<file path="src/rtl/trace_pkg.sv">
// -----------------------------------------------------------------------------
// trace_pkg
// Shared definitions for the writeback trace buffer:
//   - trigger FSM state encodings
//   - entry field widths and bit offsets within a packed RAM entry
//   - helper to derive the packed entry width
// Optional feature macro: TRACE_TIMESTAMP_EN adds a TS_W-bit timestamp field
// at the top of each entry.
// -----------------------------------------------------------------------------
package trace_pkg;

    // Trigger FSM state encodings
    localparam logic [1:0] ST_IDLE   = 2'd0;
    localparam logic [1:0] ST_ARMED  = 2'd1;
    localparam logic [1:0] ST_POST   = 2'd2;
    localparam logic [1:0] ST_FROZEN = 2'd3;

    // Field widths that do not depend on XLEN
    localparam int RD_W = 5;

`ifdef TRACE_TIMESTAMP_EN
    localparam int TS_EN = 1;
`else
    localparam int TS_EN = 0;
`endif

    // Packed entry layout, LSB first: data | rd | pc | [ts]
    localparam int DATA_LSB = 0;

    function automatic int rd_lsb(input int xlen);
        return xlen;
    endfunction

    function automatic int pc_lsb(input int xlen);
        return xlen + RD_W;
    endfunction

    function automatic int ts_lsb(input int xlen);
        return 2 * xlen + RD_W;
    endfunction

    // XLEN + 5 + XLEN, plus TS_W when timestamps are compiled in
    function automatic int entry_w(input int xlen, input int ts_w);
        return 2 * xlen + RD_W + TS_EN * ts_w;
    endfunction

endpackage

</file>
<file path="src/rtl/wb_trace_buffer_if.sv">
// -----------------------------------------------------------------------------
// wb_trace_buffer_if
// Bundles the writeback feed and the FWFT read port of the trace buffer.
//   writeback : wb_reg_write, wb_rd, wb_data, wb_pc   (producer -> buffer)
//   read port : rd_valid, rd_pc, rd_rd, rd_data[, rd_ts] (buffer -> consumer)
//               rd_ready                               (consumer -> buffer)
// modport slave  : the trace buffer side
// modport master : the CPU / debug consumer side
// Optional feature macro: TRACE_TIMESTAMP_EN adds rd_ts and the TS_W parameter.
// -----------------------------------------------------------------------------
interface wb_trace_buffer_if #(
    parameter int XLEN = 32
`ifdef TRACE_TIMESTAMP_EN
   ,parameter int TS_W = 16
`endif
);
    // Writeback feed
    logic            wb_reg_write;
    logic [4:0]      wb_rd;
    logic [XLEN-1:0] wb_data;
    logic [XLEN-1:0] wb_pc;

    // Read port
    logic            rd_valid;
    logic            rd_ready;
    logic [XLEN-1:0] rd_pc;
    logic [4:0]      rd_rd;
    logic [XLEN-1:0] rd_data;
`ifdef TRACE_TIMESTAMP_EN
    logic [TS_W-1:0] rd_ts;
`endif

    modport slave (
        input  wb_reg_write, wb_rd, wb_data, wb_pc, rd_ready,
        output rd_valid, rd_pc, rd_rd, rd_data
`ifdef TRACE_TIMESTAMP_EN
       ,output rd_ts
`endif
    );

    modport master (
        output wb_reg_write, wb_rd, wb_data, wb_pc, rd_ready,
        input  rd_valid, rd_pc, rd_rd, rd_data
`ifdef TRACE_TIMESTAMP_EN
       ,input  rd_ts
`endif
    );

endinterface

</file>
<file path="src/rtl/trace_ram.sv">
// -----------------------------------------------------------------------------
// trace_ram
// DEPTH x WIDTH entry storage: one synchronous write port, one asynchronous
// (combinational) read port so the buffer can present its head entry FWFT.
// Ports:
//   clk   in            write clock
//   we    in            write enable
//   waddr in  AW        write address
//   wdata in  WIDTH     write data
//   raddr in  AW        read address
//   rdata out WIDTH     read data, combinational from raddr
// -----------------------------------------------------------------------------
module trace_ram #(
    parameter int DEPTH = 16,
    parameter int WIDTH = 69,
    parameter int AW    = $clog2(DEPTH)
) (
    input  logic             clk,
    input  logic             we,
    input  logic [AW-1:0]    waddr,
    input  logic [WIDTH-1:0] wdata,
    input  logic [AW-1:0]    raddr,
    output logic [WIDTH-1:0] rdata
);

    logic [WIDTH-1:0] mem_q [DEPTH];

    // NOTE: the storage array has no reset; occupancy is tracked by the
    // pointers and count, so stale contents are never visible and the array
    // can map onto plain RAM cells.
    always_ff @(posedge clk) begin
        if (we) begin
            mem_q[waddr] <= wdata;
        end
    end

    assign rdata = mem_q[raddr];

endmodule

</file>
<file path="src/rtl/wb_trace_buffer.sv">
// -----------------------------------------------------------------------------
// wb_trace_buffer
// On-chip commit trace for the RV32I pipeline. Each architectural register
// writeback (rd != x0) is stored as (pc, rd, data) in a circular buffer.
// A masked match trigger plus a post-trigger count freezes capture; entries
// are read out through an FWFT valid/ready port.
// Ports:
//   clk        in         system clock, rising edge
//   reset      in         asynchronous, active-high reset
//   clear      in         synchronous flush of buffer, flags and trigger state
//   cap_en     in         capture enable
//   mode_wrap  in         1 = overwrite oldest when full, 0 = drop new
//   bus        slave      writeback feed and read port (wb_trace_buffer_if)
//   trig_arm   in         pulse: clear triggered and arm the trigger
//   trig_rd    in  5      trigger register index
//   trig_data  in  XLEN   trigger compare value
//   trig_mask  in  XLEN   compare mask, 1 = bit compared
//   count      out AW+1   occupancy 0..DEPTH
//   overflow   out        sticky: at least one entry lost
//   triggered  out        sticky: trigger has fired
//   frozen     out        capture stopped
// Optional feature macro: TRACE_TIMESTAMP_EN stores a free-running TS_W-bit
// cycle count with each entry and presents it on bus.rd_ts.
// -----------------------------------------------------------------------------
module wb_trace_buffer
    import trace_pkg::*;
#(
    parameter int XLEN      = 32,
    parameter int DEPTH     = 16,
    parameter int POST_TRIG = 4,
    parameter int TS_W      = 16,
    localparam int AW       = $clog2(DEPTH)
) (
    input  logic              clk,
    input  logic              reset,
    input  logic              clear,
    input  logic              cap_en,
    input  logic              mode_wrap,
    wb_trace_buffer_if.slave  bus,
    input  logic              trig_arm,
    input  logic [4:0]        trig_rd,
    input  logic [XLEN-1:0]   trig_data,
    input  logic [XLEN-1:0]   trig_mask,
    output logic [AW:0]       count,
    output logic              overflow,
    output logic              triggered,
    output logic              frozen
);

    localparam int             EW        = entry_w(XLEN, TS_W);
    localparam logic [AW:0]    FULL_CNT  = (AW+1)'(DEPTH);
    localparam logic [AW-1:0]  POST_INIT = AW'(POST_TRIG);

    // State
    logic [1:0]    state_q,     state_d;
    logic [AW-1:0] wr_ptr_q,    wr_ptr_d;
    logic [AW-1:0] rd_ptr_q,    rd_ptr_d;
    logic [AW-1:0] post_cnt_q,  post_cnt_d;
    logic [AW:0]   count_q,     count_d;
    logic          overflow_q,  overflow_d;
    logic          triggered_q, triggered_d;

    // Per-cycle decode
    logic          capture;
    logic          full;
    logic          pop;
    logic          push;
    logic          trig_match;

    // RAM interface
    logic          ram_we;
    logic [EW-1:0] ram_wdata;
    logic [EW-1:0] ram_rdata;

    // -------------------------------------------------------------------------
    // Optional timestamp: free-running, ignores clear, wraps silently
    // -------------------------------------------------------------------------
`ifdef TRACE_TIMESTAMP_EN
    logic [TS_W-1:0] ts_q, ts_d;

    assign ts_d = ts_q + 1'b1;

    always_ff @(posedge clk or posedge reset) begin
        if (reset) begin
            ts_q <= '0;
        end else begin
            ts_q <= ts_d;
        end
    end

    assign ram_wdata = {ts_q, bus.wb_pc, bus.wb_rd, bus.wb_data};
    assign bus.rd_ts = ram_rdata[ts_lsb(XLEN) +: TS_W];
`else
    assign ram_wdata = {bus.wb_pc, bus.wb_rd, bus.wb_data};
`endif

    // -------------------------------------------------------------------------
    // Event decode
    // -------------------------------------------------------------------------
    assign capture    = bus.wb_reg_write && (bus.wb_rd != 5'd0) && cap_en
                        && (state_q != ST_FROZEN);
    assign full       = (count_q == FULL_CNT);
    assign pop        = (count_q != '0) && bus.rd_ready;
    // A full buffer still accepts a capture when the same-cycle pop frees a
    // slot, or in wrap mode by evicting the head entry.
    assign push       = capture && (!full || pop || mode_wrap);
    assign trig_match = (bus.wb_rd == trig_rd)
                        && (((bus.wb_data ^ trig_data) & trig_mask) == '0);

    // -------------------------------------------------------------------------
    // Next-state logic
    // -------------------------------------------------------------------------
    always_comb begin
        // NOTE: every signal written here gets a default first, so no path
        // through the branches below can infer a latch.
        state_d     = state_q;
        wr_ptr_d    = wr_ptr_q;
        rd_ptr_d    = rd_ptr_q;
        post_cnt_d  = post_cnt_q;
        count_d     = count_q;
        overflow_d  = overflow_q;
        triggered_d = triggered_q;
        ram_we      = 1'b0;

        if (clear) begin
            // Flush wins over arm, push and pop in the same cycle
            state_d     = ST_IDLE;
            wr_ptr_d    = '0;
            rd_ptr_d    = '0;
            post_cnt_d  = '0;
            count_d     = '0;
            overflow_d  = 1'b0;
            triggered_d = 1'b0;
        end else begin
            ram_we = push;

            if (push) begin
                wr_ptr_d = wr_ptr_q + 1'b1;
            end

            // Head moves on a pop, or when a wrap-mode push evicts it
            if (pop || (push && full)) begin
                rd_ptr_d = rd_ptr_q + 1'b1;
            end

            if (push && !pop && !full) begin
                count_d = count_q + 1'b1;
            end else if (pop && !push) begin
                count_d = count_q - 1'b1;
            end

            // Lost entry: either dropped or overwritten
            if (capture && full && !pop) begin
                overflow_d = 1'b1;
            end

            case (state_q)
                ST_ARMED: begin
                    if (capture && trig_match) begin
                        triggered_d = 1'b1;
                        if (POST_INIT == '0) begin
                            state_d = ST_FROZEN;
                        end else begin
                            state_d    = ST_POST;
                            post_cnt_d = POST_INIT;
                        end
                    end
                end
                ST_POST: begin
                    // The event that takes the counter to zero is still captured
                    if (capture) begin
                        post_cnt_d = post_cnt_q - 1'b1;
                        if (post_cnt_q == AW'(1)) begin
                            state_d = ST_FROZEN;
                        end
                    end
                end
                default: ;
            endcase

            // Re-arming is allowed from any state and keeps buffer contents
            if (trig_arm) begin
                triggered_d = 1'b0;
                state_d     = ST_ARMED;
            end
        end
    end

    // -------------------------------------------------------------------------
    // State registers
    // -------------------------------------------------------------------------
    // NOTE: sequential state uses non-blocking assignments so every flop
    // samples the pre-edge value of its inputs regardless of statement order.
    always_ff @(posedge clk or posedge reset) begin
        if (reset) begin
            state_q     <= ST_IDLE;
            wr_ptr_q    <= '0;
            rd_ptr_q    <= '0;
            post_cnt_q  <= '0;
            count_q     <= '0;
            overflow_q  <= 1'b0;
            triggered_q <= 1'b0;
        end else begin
            state_q     <= state_d;
            wr_ptr_q    <= wr_ptr_d;
            rd_ptr_q    <= rd_ptr_d;
            post_cnt_q  <= post_cnt_d;
            count_q     <= count_d;
            overflow_q  <= overflow_d;
            triggered_q <= triggered_d;
        end
    end

    // -------------------------------------------------------------------------
    // Storage
    // -------------------------------------------------------------------------
    trace_ram #(
        .DEPTH (DEPTH),
        .WIDTH (EW),
        .AW    (AW)
    ) u_ram (
        .clk   (clk),
        .we    (ram_we),
        .waddr (wr_ptr_q),
        .wdata (ram_wdata),
        .raddr (rd_ptr_q),
        .rdata (ram_rdata)
    );

    // -------------------------------------------------------------------------
    // Outputs
    // -------------------------------------------------------------------------
    assign bus.rd_valid = (count_q != '0);
    assign bus.rd_data  = ram_rdata[DATA_LSB +: XLEN];
    assign bus.rd_rd    = ram_rdata[rd_lsb(XLEN) +: RD_W];
    assign bus.rd_pc    = ram_rdata[pc_lsb(XLEN) +: XLEN];

    assign count     = count_q;
    assign overflow  = overflow_q;
    assign triggered = triggered_q;
    assign frozen    = (state_q == ST_FROZEN);

endmodule

</file>
<file path="src/flat_wrapper.sv">
// flat-port wrapper written by rule: the top's interface ports become plain ports
module wb_trace_buffer_flat import trace_pkg::*;
#(
    parameter int XLEN      = 32,
    parameter int DEPTH     = 16,
    parameter int POST_TRIG = 4,
    parameter int TS_W      = 16,
    localparam int AW       = $clog2(DEPTH)
)
  (clk, reset, clear, cap_en, mode_wrap, trig_arm, trig_rd, trig_data, trig_mask, count, overflow, triggered, frozen, bus_wb_reg_write, bus_wb_rd, bus_wb_data, bus_wb_pc, bus_rd_ready, bus_rd_valid, bus_rd_pc, bus_rd_rd, bus_rd_data);
  wb_trace_buffer_if #(.XLEN(XLEN)) bus_i ();
  input  logic clk;
  input  logic reset;
  input  logic clear;
  input  logic cap_en;
  input  logic mode_wrap;
  input  logic trig_arm;
  input  logic [4:0] trig_rd;
  input  logic [XLEN-1:0] trig_data;
  input  logic [XLEN-1:0] trig_mask;
  output logic [AW:0] count;
  output logic overflow;
  output logic triggered;
  output logic frozen;
  input wire logic [$bits(bus_i.wb_reg_write)-1:0] bus_wb_reg_write;
  input wire logic [$bits(bus_i.wb_rd)-1:0] bus_wb_rd;
  input wire logic [$bits(bus_i.wb_data)-1:0] bus_wb_data;
  input wire logic [$bits(bus_i.wb_pc)-1:0] bus_wb_pc;
  input wire logic [$bits(bus_i.rd_ready)-1:0] bus_rd_ready;
  output wire logic [$bits(bus_i.rd_valid)-1:0] bus_rd_valid;
  output wire logic [$bits(bus_i.rd_pc)-1:0] bus_rd_pc;
  output wire logic [$bits(bus_i.rd_rd)-1:0] bus_rd_rd;
  output wire logic [$bits(bus_i.rd_data)-1:0] bus_rd_data;
  assign bus_i.wb_reg_write = bus_wb_reg_write;
  assign bus_i.wb_rd = bus_wb_rd;
  assign bus_i.wb_data = bus_wb_data;
  assign bus_i.wb_pc = bus_wb_pc;
  assign bus_i.rd_ready = bus_rd_ready;
  assign bus_rd_valid = bus_i.rd_valid;
  assign bus_rd_pc = bus_i.rd_pc;
  assign bus_rd_rd = bus_i.rd_rd;
  assign bus_rd_data = bus_i.rd_data;
  wb_trace_buffer #(.XLEN(XLEN), .DEPTH(DEPTH), .POST_TRIG(POST_TRIG), .TS_W(TS_W)) u_core (.clk(clk), .reset(reset), .clear(clear), .cap_en(cap_en), .mode_wrap(mode_wrap), .bus(bus_i), .trig_arm(trig_arm), .trig_rd(trig_rd), .trig_data(trig_data), .trig_mask(trig_mask), .count(count), .overflow(overflow), .triggered(triggered), .frozen(frozen));
endmodule
</file>
<file path="config.mk">
export PLATFORM = sky130hd
export DESIGN_NAME = wb_trace_buffer_flat
export DESIGN_NICKNAME = d
export VERILOG_FILES = /design/src/rtl/trace_pkg.sv /design/src/rtl/wb_trace_buffer_if.sv /design/src/rtl/trace_ram.sv /design/src/rtl/wb_trace_buffer.sv /design/src/flat_wrapper.sv
export SDC_FILE = /design/constraint.sdc
export NUM_CORES = 1
export LEC_CHECK = 0
export BUFFER_PORTS_ARGS = -buffer_cell sky130_fd_sc_hd__buf_2
export CELL_PAD_IN_SITES_DETAIL_PLACEMENT = 1
export CELL_PAD_IN_SITES_GLOBAL_PLACEMENT = 2
export CORE_MARGIN = 2
export CORE_UTILIZATION = 53
export DETAILED_ROUTE_END_ITERATION = 10
export HOLD_SLACK_MARGIN = 0.08
export PLACE_DENSITY = 0.91
export SLEW_MARGIN = 20
export SYNTH_ARGS = -nofsm -noshare
export SYNTH_HDL_FRONTEND = slang
export SYNTH_SLANG_ARGS = --single-unit
</file>
<file path="constraint.sdc">
create_clock -name clk -period 14.7 [get_ports clk]
set_clock_uncertainty 0.2 [all_clocks]
set_input_delay 0 -clock clk [delete_from_list [all_inputs] [get_ports clk]]
set_output_delay 0 -clock clk [all_outputs]
set_load 0.1 [all_outputs]
</file>
# Word-level counts from Yosys, hierarchy flattened
# Memories as Yosys holds them, arrays and structs flattened.
# Index checks and enable logic that the tools add are counted.
# Widths: inputs -> output; s select.
dict set report totals {
  mem_count 1
  elab_cells 86
  ram_bits 1104
  reg_bits 21
  latchBits 0
  in_bits 146
  romBits 0
}
# memory words width read_ports rd_clocked_by_memory_dff wr line
set memory_table {}
lappend memory_table {u_core.u_ram.mem_q 16 69 1 0 1 trace_ram.sv:26} ;# logic [WIDTH-1:0] mem_q [DEPTH];
dict set report op_classes {
  n_addsub 5
  n_lt_le_gt_ge 0
  reduce_logical 33
  shift 0
  eq_ne 12
  div 0
  n_mux 26
  n_bitwise 2
  multipliers 0
}
# cell count
set ops {}
lappend ops {{$and 32x32->32} 1}
lappend ops {{$logic_not 32->1} 1}
lappend ops {{$xor 32x32->32} 1}
lappend ops {{$mux 4} 7}
lappend ops {{$mux 5} 3}
lappend ops {{$logic_and 1x1->1} 13}
lappend ops {{$ne 4x3->1 const B} 3}
lappend ops {{$reduce_bool 3->1} 4}
lappend ops {{$mux 2} 5}
lappend ops {{$reduce_bool 5->1} 2}
lappend ops {{$mux 1} 9}
lappend ops {{$add 4x1->4 const B} 2}
lappend ops {{$pmux 4 s2} 1}
lappend ops {{$ne 3x2->1 const B} 2}
lappend ops {{$reduce_bool 2->1} 3}
lappend ops {{$add 5x1->5 const B} 1}
lappend ops {{$eq 5x5->1} 1}
lappend ops {{$eq 5x5->1 const B} 1}
lappend ops {{$sub 5x1->5 const B} 1}
lappend ops {{$eq 2x2->1 const B} 2}
lappend ops {{$eq 4x1->1 const B} 1}
lappend ops {{$pmux 2 s2} 1}
lappend ops {{$reduce_and 4->1} 1}
lappend ops {{$reduce_bool 4->1} 1}
lappend ops {{other kinds (7)} 11}

# Logic depth before layout (Yosys ltp)
# Gate-level depths: netlist of the first run.
dict set report depth {
  word_depth 10
  depth_mapped 11
  mapped_depth_nobuf 10
}

# By module
# From an unflattened synthesis of the first run, not the netlist that was laid out.
dict set report unflattened {
  cells_unflattened 1906
  area_unflattened_um2 43113.8
}
# mod cells_per_inst instances seq_area_each_um2 area_per_inst_um2
set modules_own_cells {}
lappend modules_own_cells {trace_ram 1707 1 33151.8 41329.6}
lappend modules_own_cells {wb_trace_buffer 199 1 525.5 1784.2}

# Worst setup path after synthesis of the first run
# Ideal clock, no wire load.
dict set report synth_path {
  path_type {register to register}
  startpoint {register u_core.state_q[0]}
  endpoint {memory u_core.u_ram.mem_q[9][0] (enable)}
  required_ps 13810
  n_path_buf 1
  slack_ps 4907
  arrival_time_ps 8903
  stages_incl_launch_ff 7
  path_cell_list {dfrtp_1 -> ha_1 -> a211oi_1 -> and2_1 -> buf_6 -> nand2_1 -> nor4b_1}
}
dict set report synth_via {
  elab_chain_cells 6
}
# item line
set synth_rtl {}
lappend synth_rtl {{start: declaration} wb_trace_buffer.sv:55} ;# logic [1:0] state_q, state_d;
lappend synth_rtl {{start signal: assignment} wb_trace_buffer.sv:204} ;# state_q <= state_d;
lappend synth_rtl {{$ne 2x2->1} wb_trace_buffer.sv:101} ;# && (state_q != ST_FROZEN);
lappend synth_rtl {{$logic_and 1x1->1} wb_trace_buffer.sv:101}
lappend synth_rtl {{$logic_and 1x1->1} wb_trace_buffer.sv:106} ;# assign push = capture && (!full || pop || mode_wrap);
lappend synth_rtl {{$mux 1} wb_trace_buffer.sv:125} ;# if (clear) begin
lappend synth_rtl {{$mux 1} trace_ram.sv:32} ;# if (we) begin
lappend synth_rtl {{$mux 1 (implied by the code)} trace_ram.sv:33} ;# mem_q[waddr] <= wdata;
lappend synth_rtl {{end: declaration} trace_ram.sv:26}
# No other way between the ends.

# Final worst setup path of the first run
dict set report layout_path {
  startpoint {input bus_wb_rd[3]}
  endpoint {memory u_core.u_ram.mem_q[1][23] (enable)}
}
dict set report layout_via {
  elab_chain_cells 8
}
# item line
set layout_rtl {}
lappend layout_rtl {{start: declaration} flat_wrapper.sv:26} ;# input wire logic [$bits(bus_i.wb_rd)-1:0] bus_wb_rd;
lappend layout_rtl {{$reduce_bool 5->1} wb_trace_buffer.sv:100} ;# assign capture = bus.wb_reg_write && (bus.wb_rd != 5'd0) && cap_en
lappend layout_rtl {{$logic_and 1x1->1 (2 in a row)} wb_trace_buffer.sv:100}
lappend layout_rtl {{$logic_and 1x1->1} wb_trace_buffer.sv:101}
lappend layout_rtl {{$logic_and 1x1->1} wb_trace_buffer.sv:106}
lappend layout_rtl {{$mux 1} wb_trace_buffer.sv:125}
lappend layout_rtl {{$mux 1} trace_ram.sv:32}
lappend layout_rtl {{$mux 1 (implied by the code)} trace_ram.sv:33}
# No other way between the ends.

==> metrics, run 1 <==
highest-count cells in the layout ignoring fill and taps=edfxtp_1 (1104), mux4_2 (345), buf_2 (223); IO Count=224; largest net degree at the start of global routing=156; die area=0.0844 mm²; worst min path class=in -> reg; f_max=0.192 GHz; Mean Syn Cell Area=24.2 µm²; Die Wd=290 µm; unrepaired setup endpoints after global routing=no; Tcrit/Tclk final=0.354; layout cells sized above 1=0.339; later-pin clock latency in the skew report=0.68 ns; CTS tree=built; Cells after Synth=1797; maximum net fanout on the critical path=33; sum of buffers and inverters on the critical path=7; CP endpoint kind=flip-flop; post-CTS setup buffers=0; Core ar.=0.0817 mm²; worst path cell trace=dlygate4sd3_1 > dlygate4sd3_1 > buf_2 > nor2_1 > a211oi_2 > dlygate4sd3_1 > buf_4 > and2_1 > nor2b_4 > nor4bb_4 > buf_4 > buf_4; xor/xnor share of the synthesized area=0.00947; setup TNS=0 ns; Synth Cell Area=0.0435 mm²; Post-Place Setup Slack=10.30 ns; Post-synth EDFFs=1104; Starting Density=0.532; Clk network pwr share=0.333; vias per cell=6.54; CTS H-tree depth=3; worst hold path cell count=2; slew of the pin with the lowest slew margin=1.09 ns; router iterations before antenna repair=5; post-route cell area=0.0510 mm²; via count=22.2k; FP Rows=105; sequential fraction of the synthesis area=0.774; top cell type's share of synthesized area=0.762; Worst EP required=14.80 ns; Leakage=16.1 nW; Top FF cell, synth=edfxtp_1; Worst Path Arrival=5.31 ns; fin crit period=5.21 ns; area leader, netlist=edfxtp_1; Min Hold Slack=0.0907 ns; Longest Clk Path Bufs=3; Yosys cell types=45; Crit path max-delay family=buffers and inverters; top cells by area, synth=edfxtp_1 (76%), mux4_2 (18%), dfrtp_1 (1.2%); die height=290 µm; clk root buf=clkbuf_16; Seq pwr share=0.418; min-delay src=bus_wb_pc[14]; Synth Area in Compound Gates=0.00901; first-pass GRT wire length=172 mm; placed instance count=3033; Relative slew margins=0.273; P per Cell Area=169 mW/mm²; Final Core Density=0.625; Yosys reg bits=1125; worst reg-to-reg setup slack=9.61 ns; Syn-to-layout area delta=17.4%; DR DRC count=0; Max VDD drop=0.000136 V; delay of the slowest critical-path stage=0.84 ns; setup violators final=0; reg2reg path depth=9; routability cong.=0.754; kind of critical path=in -> reg; DRT Wirelength=121 mm; initial antenna violation count=15; ANT nets after route=0; Post-Layout Cell Count=3393; largest family of logic cells by synthesized area=multiplexers; Num CTS Buffers=110; WL/cell=35.7 µm; vias in the first global route=24.0k; post-detail-place hpwl=60.9 mm; Pint=5.95 mW; Net Sw Frac=0.310; reg2reg start=u_core.state_q[0]; CP max-delay cell=nor4bb_4; status=complete, no violations; commonest non-fill, non-tap cell in the layout=edfxtp_1; PortBufs=223; detailed router's first-iteration violation count=2767; clock sink count=1125; Crit. path cell count=12; Filler cells=6690; fin nets=2382; Slew Limit Fails=0; Simple-Gate Fraction of Synth Area=0.0132; RR Endpoint=u_core.u_ram.mem_q[1][23]; Synth Area in Adders=0.00449; Hold EP=u_core.u_ram.mem_q[13][51]; Psw=2.67 mW; Multi-input gate area=0.00950 mm²; Final WS setup=9.49 ns; post-synthesis mux area share=0.180; yosys warns=0; combinational cell fraction of total power=0.249; CTS clk-pin slew, worst paths=0.06 ns; Worst setup SP type=primary input; register area=0.0337 mm²; syn nets=1958; Max Cap Viol=0; placed cell area=0.0459 mm²; Overflow after GRT=0; gr usage total=0.289; Final Hold Viols=0; Synth async-reset ratio=0.0187; Total Power=8.62 mW
==> worst register-to-register path: cells and delay by family, from the launching register on <==
| family | cells | cell delay (ns) |
|---|---|---|
| compound gates | 1 | 0.14 |
| fa+ha+maj | 1 | 0.26 |
| buf+inv | 4 | 2.09 |
| simple gates | 3 | 1.58 |
| flops | 1 | 0.43 |
==> layer usage <==
layer,GRT usage,vias up,part of all wire
met5,0,-,0.00042
met1,0.382,11900,0.37
met3,0.0477,242,0.082
li1,-,8645,-
met4,0.115,8,0.033
met2,0.488,1423,0.52
==> worst max path at each step <==
stage	from	to	slack, ns
global route	bus_wb_rd[3]	u_core.u_ram.mem_q[1][0]	9.26
finish	bus_wb_rd[3]	u_core.u_ram.mem_q[1][23]	9.49
CTS	bus_wb_rd[3]	u_core.u_ram.mem_q[1][23]	9.59
global placement	u_core.state_q[0]	u_core.u_ram.mem_q[1][52]	10.39
floorplan	u_core.state_q[0]	u_core.u_ram.mem_q[9][0]	4.91
detailed placement	u_core.state_q[0]	u_core.u_ram.mem_q[1][50]	10.30
==> Yosys cell counts (12+ instances only) <==
master and n:
clkbuf_1 58, a21oi_1 12, mux4_2 345, dfrtp_1 21, edfxtp_1 1104, buf_2 23, nor2_1 24, xor2_1 40
ha_1 14, a22oi_1 24, nand2_1 12
==> final cells by class <==
cell class | instances | area share
sequential | 1125 | 0.660
multi-input combinational | 574 | 0.186
timing repair buffer | 399 | 0.0558
clock buffer | 128 | 0.0557
tap | 1070 | 0.0262
clock inverter | 76 | 0.0148
inverter | 11 | 0.000809
antenna | 10 | 0.000490
==> flip-flops by register name, summed over array words and instances (netlist names) <==
signal / count
u_core.u_ram.mem_q: 1104
u_core.count: 5
u_core.post_cnt_q: 4
u_core.rd_ptr_q: 4
u_core.wr_ptr_q: 4
u_core.state_q: 2
u_core.overflow: 1
u_core.triggered: 1
==> what timing repair did <==
item	in CTS	in global routing
gates resized for setup	0	0
endpoints found under the hold margin	1155	0
hold buffers	145	0
==> logic make-up after synthesis <==
logic type / Yosys count
and+or+nand+nor: 103
xor gates and xnor gates: 47
DFF: 1125
AOI/OAI and AO/OA: 58
muxes: 351
adders and majority gates: 15
buffers and inverters: 98
==> power by group through the flow <==
stage          Clock (mW)  Sequential (mW)  Combinational (mW)
3_3_place_gp            0             3.67                2.05
6_report             2.87             3.60                2.15
4_1_cts              2.87             3.61                2.14
2_1_floorplan           0             3.67                1.67
5_1_grt              2.99             3.61                2.24
3_5_place_dp            0             3.67                2.09
Power figures use the tool's default switching activity.
==> run 2, diff against run 1 <==
Settings changed: CORE_UTILIZATION 53 to 49, PLACE_DENSITY 0.91 to 0.86.
Clock period 14.7 ns to 5.1 ns, I/O delays scaled along.
==> run 2 against run 1 <==
Via count shrank 3.8%. Cell count up 3.1%. Worst hold slack improved by 0.013 ns. Setup slack lost 9.2 ns. Non-clock buffer count up 22. Utilization shrank 3.9 points. Die area up 8.1%. Count of clock-buffer cells in the layout fell by 4. Clock power grew to 2.8 times the previous value. First-iteration DRC count shrank 18%. Sequential cell count did not move. Critical path type unchanged. Largest power group unchanged. Highest routed layer unchanged.
==> metrics, run 2 (same netlist as run 1, synthesis figures left out) <==
status=complete, no violations; Syn-to-layout area delta=18.6%; placed instance count=3131; commonest non-fill, non-tap cell in the layout=edfxtp_1; ANT cells=0; max FFs per register=1104; Core ar.=0.0881 mm²; Slew Limit Fails=0; vias in the first global route=23.6k; routability cong.=0.784; router iterations before antenna repair=8; CTS H-tree depth=3; die area=0.0912 mm²; fin nets=2403; via count=21.4k; Longest Clk Path Bufs=3; ANT nets after route=0; Max Cap Viol=0; delay of the slowest critical-path stage=0.61 ns; layout cells sized above 1=0.339; CTS tree=built; P per Cell Area=480 mW/mm²; slew of the pin with the lowest slew margin=1.15 ns; setup violators final=0; Filler cells=7404; Leakage=16.3 nW; Max VDD drop=0.000399 V; vias per cell=6.11; DR DRC count=0; kind of critical path=in -> reg; die height=302 µm; Post-Layout Cell Count=3497; FP Rows=109; gr usage total=0.254; CTS clk-pin slew, worst paths=0.06 ns; highest-count cells in the layout ignoring fill and taps=edfxtp_1 (1104), mux4_2 (345), buf_2 (223); Die Wd=302 µm; initial antenna violation count=3; Final Hold Viols=0; IO Count=224; CP endpoint kind=flip-flop; fin crit period=4.80 ns; Top reg by flops=u_core.u_ram.mem_q; Worst EP required=5.49 ns; maximum net fanout on the critical path=6; Starting Density=0.494; later-pin clock latency in the skew report=0.70 ns; clk root buf=clkbuf_16; Worst setup SP type=primary input; Tcrit/Tclk final=0.942; first-pass GRT wire length=164 mm; post-CTS setup buffers=0; CTS resizes=0; unrepaired setup endpoints after global routing=no; CP dominant cell by count=dlygate4sd3_1; CP max-delay cell=dlygate4sd3_1; cts hold-fix bufs=162; post-detail-place hpwl=62.4 mm; Overflow after GRT=0; Worst Path Arrival=5.19 ns; worst path cell trace=dlygate4sd3_1 > dlygate4sd3_1 > buf_2 > xor2_1 > a22oi_1 > dlygate4sd3_1 > nand3_1 > dlygate4sd3_1 > nor4_1 > dlygate4sd3_1 > buf_4 > mux2_2 > dlygate4sd3_1 > a31oi_1; f_max=0.208 GHz; clock sink count=1125; Num CTS Buffers=109; PortBufs=223; DRT Wirelength=113 mm; Relative slew margins=0.234; detailed router's first-iteration violation count=2276; setup TNS=0 ns; largest net degree at the start of global routing=105; WL/cell=32.4 µm; Min Hold Slack=0.103 ns; worst min path class=in -> reg
==> run 2: layout make-up <==
class	instances	area [µm²]	share of cell area
Clock buffer	124	2820	0.0546
Clock inverter	77	790	0.0153
Inverter	11	41.3	0.000801
Multi-Input combinational cell	574	9510	0.184
Sequential cell	1125	33700	0.653
Tap cell	1165	1460	0.0283
Timing Repair Buffer	421	3270	0.0635
==> run 2: where the power goes <==
part	switching [mW]	internal, mW	leakage [nW]
clock	3.51	4.62	1.76
sequential	0.128	10.2	10.2
combinational	3.96	2.32	4.30
total	7.59	17.2	16.3
==> run 2: metal layers <==
metal	track usage	share of wire
met3	0.0601	0.081
met2	0.425	0.51
met1	0.331	0.38
met4	0.0852	0.028
met5	0	0.00024
==> run 2: final timing paths <==
path | depth (start not counted) | slack, ns | startpoint | end
worst max-delay path | 14 | 0.30 | bus_wb_data[6] | u_core.post_cnt_q[0]
worst min-delay path | 2 | 0.10 | bus_wb_data[20] | u_core.u_ram.mem_q[4][20]
worst max register to register | 12 | 0.56 | u_core.state_q[0] | u_core.state_q[0]
worst min register to register | 2 | 0.32 | u_core.overflow | u_core.overflow
max in group asynchronous | 4 | 3.57 | reset | u_core.rd_ptr_q[0]
min in group asynchronous | 4 | 0.41 | reset | u_core.rd_ptr_q[2]
==> run 2: per-stage QoR <==
step	setup WS, ns	instance area, µm²	util	total power, mW
after global routing	0.158	51600	0.585	25.5
after floorplan	-1.28	43500	-	15.4
after detailed placement	1.42	46300	0.525	16.7
after global placement	1.56	46300	0.525	16.6
final	0.295	51600	0.585	24.8
after CTS	0.489	51500	0.585	24.9
==> run 2: worst max-delay path, delay by kind of cell <==
kind / cells / cell delay [ns]
buffers and inverters: 8 / 3.80
and+or+nand+nor: 2 / 0.45
AOI/OAI and AO/OA: 2 / 0.34
muxes: 1 / 0.33
xor gates and xnor gates: 1 / 0.25
